==> src/rtl/fetch_ctrl_pkg.sv <==
// rtl/fetch_ctrl_pkg.sv - shared state encoding and counter widths for the fetch hazard controller
package fetch_ctrl_pkg;

   typedef enum logic [1:0] {
      ST_RUN       = 2'd0,
      ST_IMEM_WAIT = 2'd1,
      ST_FLUSH     = 2'd2
   } state_t;

   localparam int REG_ADDR_W_DEF = 5;
   localparam int FLUSH_CNT_W    = 4;
   localparam int WAIT_CNT_W     = 8;

endpackage

==> src/rtl/load_use_detect.sv <==
// rtl/load_use_detect.sv - combinational load-use hazard compare between ID sources and EX load destination
module load_use_detect
   import fetch_ctrl_pkg::*;
#(
   parameter int REG_ADDR_W = REG_ADDR_W_DEF
) (
   input  logic                  i_ex_mem_read,
   input  logic [REG_ADDR_W-1:0] i_ex_rd,
   input  logic [REG_ADDR_W-1:0] i_id_rs1,
   input  logic [REG_ADDR_W-1:0] i_id_rs2,
   input  logic                  i_id_uses_rs1,
   input  logic                  i_id_uses_rs2,
   output logic                  o_load_use
);

   logic w_rs1_hit;
   logic w_rs2_hit;

   assign w_rs1_hit  = i_id_uses_rs1 && (i_id_rs1 == i_ex_rd);
   assign w_rs2_hit  = i_id_uses_rs2 && (i_id_rs2 == i_ex_rd);
   // x0 is hardwired zero, so a load targeting it never creates a dependency
   assign o_load_use = i_ex_mem_read && (i_ex_rd != '0) && (w_rs1_hit || w_rs2_hit);

endmodule

==> src/rtl/fetch_hazard_ctrl.sv <==
// rtl/fetch_hazard_ctrl.sv - PC / IF/ID / ID/EX sequencing for redirects, load-use stalls and imem waits
// Optional FETCH_CTRL_PERF_EN adds stall_cnt and flush_cnt_total performance counters.
module fetch_hazard_ctrl
   import fetch_ctrl_pkg::*;
#(
   parameter int REG_ADDR_W   = REG_ADDR_W_DEF,
   parameter int FLUSH_CYCLES = 1,
   parameter int IMEM_TIMEOUT = 16
) (
   input  logic                  clk,
   input  logic                  rst,
   output logic                  imem_req,
   input  logic                  imem_ready,
   input  logic [REG_ADDR_W-1:0] id_rs1,
   input  logic [REG_ADDR_W-1:0] id_rs2,
   input  logic                  id_uses_rs1,
   input  logic                  id_uses_rs2,
   input  logic [REG_ADDR_W-1:0] ex_rd,
   input  logic                  ex_mem_read,
   input  logic                  ex_branch_taken,
   output logic                  pc_en,
   output logic                  ifid_en,
   output logic                  ifid_flush,
   output logic                  idex_flush,
`ifdef FETCH_CTRL_PERF_EN
   output logic [31:0]           stall_cnt,
   output logic [31:0]           flush_cnt_total,
`endif
   output logic                  timeout_err
);

   localparam logic [FLUSH_CNT_W-1:0] FLUSH_V   = FLUSH_CNT_W'(FLUSH_CYCLES);
   localparam logic [WAIT_CNT_W-1:0]  TIMEOUT_V = WAIT_CNT_W'(IMEM_TIMEOUT);

   logic                   w_load_use;
   state_t                 r_state, w_state_nxt;
   logic [FLUSH_CNT_W-1:0] r_flush_cnt, w_flush_nxt;
   logic [WAIT_CNT_W-1:0]  r_wait_cnt, w_wait_nxt;
   logic                   r_timeout_err;

   load_use_detect #(.REG_ADDR_W(REG_ADDR_W)) u_load_use_detect (
      .i_ex_mem_read (ex_mem_read),
      .i_ex_rd       (ex_rd),
      .i_id_rs1      (id_rs1),
      .i_id_rs2      (id_rs2),
      .i_id_uses_rs1 (id_uses_rs1),
      .i_id_uses_rs2 (id_uses_rs2),
      .o_load_use    (w_load_use)
   );

   always_ff @(posedge clk) begin
      if (rst) begin
         r_state       <= ST_RUN;
         r_flush_cnt   <= '0;
         r_wait_cnt    <= '0;
         r_timeout_err <= 1'b0;
      end else begin
         r_state     <= w_state_nxt;
         r_flush_cnt <= w_flush_nxt;
         r_wait_cnt  <= w_wait_nxt;
         if (w_wait_nxt == TIMEOUT_V)
            r_timeout_err <= 1'b1;
      end
   end

   always_comb begin
      w_state_nxt = r_state;
      w_flush_nxt = r_flush_cnt;
      w_wait_nxt  = r_wait_cnt;
      if (ex_branch_taken) begin
         w_flush_nxt = FLUSH_V;
         w_state_nxt = (FLUSH_V != '0) ? ST_FLUSH : ST_RUN;
         w_wait_nxt  = '0;
      end else begin
         case (r_state)
            ST_RUN: begin
               if (!w_load_use && imem_ready) begin
                  w_wait_nxt = '0;
               end else if (!w_load_use) begin
                  w_state_nxt = ST_IMEM_WAIT;
                  w_wait_nxt  = WAIT_CNT_W'(1);
               end
            end
            ST_IMEM_WAIT: begin
               // a pending load-use hazard keeps us waiting even if imem answers
               if (!w_load_use && imem_ready) begin
                  w_state_nxt = ST_RUN;
                  w_wait_nxt  = '0;
               end else if (r_wait_cnt != TIMEOUT_V) begin
                  w_wait_nxt = r_wait_cnt + WAIT_CNT_W'(1);
               end
            end
            ST_FLUSH: begin
               if (imem_ready) begin
                  w_flush_nxt = (r_flush_cnt != '0) ? r_flush_cnt - FLUSH_CNT_W'(1) : '0;
                  if (r_flush_cnt <= FLUSH_CNT_W'(1))
                     w_state_nxt = ST_RUN;
               end
            end
            default: w_state_nxt = ST_RUN;
         endcase
      end
   end

   always_comb begin
      imem_req   = 1'b1;
      pc_en      = 1'b0;
      ifid_en    = 1'b1;
      ifid_flush = 1'b1;
      idex_flush = 1'b0;
      if (rst) begin
         imem_req   = 1'b0;
         idex_flush = 1'b1;
      end else if (ex_branch_taken) begin
         pc_en      = 1'b1;
         idex_flush = 1'b1;
      end else if (r_state == ST_FLUSH) begin
         pc_en = imem_ready;
      end else if (w_load_use) begin
         ifid_en    = 1'b0;
         ifid_flush = 1'b0;
         idex_flush = 1'b1;
      end else if (imem_ready) begin
         pc_en      = 1'b1;
         ifid_flush = 1'b0;
      end
   end

   assign timeout_err = r_timeout_err;

`ifdef FETCH_CTRL_PERF_EN
   logic w_stall_evt;

   assign w_stall_evt = !rst && !ex_branch_taken &&
                        ((r_state != ST_FLUSH && w_load_use) || r_state == ST_IMEM_WAIT);

   always_ff @(posedge clk) begin
      if (rst) begin
         stall_cnt       <= '0;
         flush_cnt_total <= '0;
      end else begin
         if (w_stall_evt)
            stall_cnt <= stall_cnt + 32'd1;
         if (ifid_flush)
            flush_cnt_total <= flush_cnt_total + 32'd1;
      end
   end
`endif

endmodule

==> config.mk <==
export PLATFORM = sky130hd
export DESIGN_NAME = fetch_hazard_ctrl
export DESIGN_NICKNAME = d
export VERILOG_FILES = /design/src/rtl/fetch_ctrl_pkg.sv /design/src/rtl/load_use_detect.sv /design/src/rtl/fetch_hazard_ctrl.sv
export SDC_FILE = /design/constraint.sdc
export NUM_CORES = 1
export LEC_CHECK = 0
export ABC_AREA = 1
export BUFFER_PORTS_ARGS = -buffer_cell sky130_fd_sc_hd__buf_2
export CORE_MARGIN = 5
export CORE_UTILIZATION = 53
export CTS_CLUSTER_DIAMETER = 30
export CTS_CLUSTER_SIZE = 16
export DETAILED_ROUTE_END_ITERATION = 10
export PLACE_DENSITY = 0.77
export SYNTH_ARGS = -nofsm -noshare
export SYNTH_HDL_FRONTEND = slang
export SYNTH_SLANG_ARGS = --single-unit
==> constraint.sdc <==
create_clock -name clk -period 2 [get_ports clk]
set_clock_uncertainty 0.05 [all_clocks]
set_input_delay 0.2 -clock clk [delete_from_list [all_inputs] [get_ports clk]]
set_output_delay 0.2 -clock clk [all_outputs]
set_load 0.03 [all_outputs]
==> results.yml <==
outcome:
  status: "complete, no violations"
setup_path:
  start_kind: "flip-flop"
  cp.arrival_ns: 1.54
  reg2reg_from: "r_wait_cnt[0]"
  reg2reg_slack_ns: 0.28
  slowest_stage: "dfxtp_2"
  cp_cell_sequence: "inv_2, nor2_1, inv_1, nor2_2, nor2_1, a21oi_1, buf_2"
  r2r-end: "timeout_err"
  critPathTopFamily: "flip-flops"
  worst-path-max-fanout: 5
  critPathMostFrequentCell: "nor2_1"
  cp_slowest_stage_delay_ns: 0.39
  worstSetupEndpointType: "primary output"
  worst-path-buf-inv: 3
  critical_path_class: "flip-flop to primary output"
  reg2reg_depth: 14
  crit_required_ns: 1.75
placement:
  place.port_buffers: 27
  dpl_cell_area_mm2: 0.00135
  place.gp.congestion: 0.830
  place_ws_ns: 0.187
  dp_hpwl_um: 2070
routing:
  dr_total_vias: 1284
  routed_via_density: 4.79
  initialDrtViolationCount: 39
  wl_per_cell_um: 9.48
  finalWirelength_um: 2540
  post-route-drc-count: 0
  ant_nets: 0
  dr.pass1.iters: 4
sta:
  worst_pin_slew_ns: 0.460
  setup_viol: 0
  fin_ws_ns: 0.210
  drv_slew: 0
  setup_tns_ns: 0
  finalCriticalPeriod_ns: 1.79
  fin_crit_sh: 0.895
  max_freq_mhz: 559
  hold_viol_final: 0
  rsz0062_at_grt: "false"
  slew_headroom: 0.693
yosys:
  ys_ff_latch: 15
  synth_warnings: 0
  synth_top_area_share: 0.251
  synth_top_area_cell: "dfxtp_1"
  syn-cell-area_mm2: 0.00120
  ys_seq_area_frac: 0.251
  netlist_instances: 210
  syn_nets: 234
  yosys.cell_types.count: 26
  postSynthAreaPerCell_um2: 5.71
  synthTopCellsByArea: "dfxtp_1 25%, nand2_1 21%, inv_1 11%"
pwr:
  power_mw: 0.617
  leakage_nw: 0.764
  ir_worst_vdd_v: 0.000551
  power_density_mw_per_mm2: 444
global_routing:
  grt_pass1_vias: 1097
  grt_overflow: 0
  track_usage: 0.163
  grt_antenna_before_repair: 0
  grt_max_degree: 13
  grt_pass1_wl_um: 4370
die:
  io_pins: 28
  start_util: 0.547
  die_y_um: 57.6
  rows: 17
  dieWidth_um: 57.6
  core_mm2: 0.00219
  dieArea_mm2: 0.00331
cts:
  cts_buffer_depth: 2
  clock-sinks: 15
  cts_tree: "yes"
  cts_hold_buf: 0
  root_buffer: "clkbuf_4"
  cts_made_buffers: 3
  cts_max_level: 1
  cts.repair.resized: 0
  clkTransAtPathRegs_ns: 0.09
  clock_latency_ns: 0.28
  cts_setup_buffers: 0
finish:
  drive_gt1_frac: 0.208
  finalInstanceArea_mm2: 0.00139
  area_delta_synth_final_pct: 15.9
  layout_commonest_cell: "nand2_1"
  diodes: 0
  layout_common_cells: "66 x nand2_1, 35 x inv_1, 27 x buf_2"
  fin_nets: 265
  fin_util: 0.634
min_path:
  hold_start: "rst"
  hold_path_end: "timeout_err"
  holdPathStages: 2
  worstHoldPathType: "primary input to flip-flop"
run:
  max_cap_violations: 0
[area by class of cell]
type	count	area (um2)
fill	237	802
multi-input combinational	151	729
sequential	15	302
inverter	43	161
timing repair buffer	27	135
tap	28	35.0
clock buffer	4	26.3
[report_power, final]
| group | switching, mW | total (mW) | internal (mW) |
|---|---|---|---|
| logic | 0.0897 | 0.140 | 0.0502 |
| clock network | 0.0886 | 0.166 | 0.0774 |
| registers | 0.00672 | 0.311 | 0.304 |
| total | 0.185 | 0.617 | 0.432 |
[worst max-delay path by stage]
stage | from | end | slack [ns] | cells after the start
after global placement | r_wait_cnt[0] | timeout_err | 0.28 | 14
final | r_state[1] | pc_en | 0.21 | 7
after detailed placement | r_wait_cnt[0] | timeout_err | 0.19 | 14
after CTS | r_state[1] | pc_en | 0.09 | 7
after floorplan | r_state[1] | pc_en | 0.38 | 6
after global routing | r_state[1] | pc_en | 0.02 | 7
[sequential cells by signal, indices dropped and copies added (netlist names)]
register,flops
r_wait_cnt,8
r_flush_cnt,4
r_state,2
timeout_err,1
[per-layer routing]
layer / GRT usage / routed length [um]
met1: 0.224 / 1240
met2: 0.247 / 1110
met3: 0.0249 / 140
met4: 0.0795 / 43
met5: 0 / 0
[logic make-up (layout without fill, tap and decap cells)]
family                   after synthesis  count (layout)  share of synthesized area
AO/OA/AOI/OAI                         21              21                     0.0981
XOR/XNOR                               2               2                     0.0146
adder cells (fa/ha/maj)                2               2                     0.0209
buffers and inverters                 44              74                      0.147
flip-flops                            15              15                      0.251
AND/OR/NAND/NOR                      126             126                      0.469
[cell usage after synthesis]
cell / count
a211oi_1: 1
a21oi_1: 9
a21oi_2: 1
a31oi_1: 1
buf_8: 1
clkinv_1: 2
dfxtp_1: 15
ha_1: 2
inv_1: 35
inv_2: 6
nand2_1: 66
nand2_2: 2
nand2_4: 2
nand3_1: 18
nand3b_4: 1
nand4_1: 3
nor2_1: 25
nor2_2: 4
nor3_1: 3
nor3_2: 1
o211ai_1: 2
o21ai_0: 5
o21ai_1: 2
or3_1: 1
xnor2_1: 1
xor2_1: 1
[stage by stage]
step | instances | hold WS [ns]
after floorplan | 210 | 0.212
after global placement | 264 | 0.395
after CTS | 268 | 0.104
after detailed placement | 264 | 0.400
after global routing | 268 | 0.102
final | 268 | 0.106
Note: power is estimated with default switching activity, not from simulation.
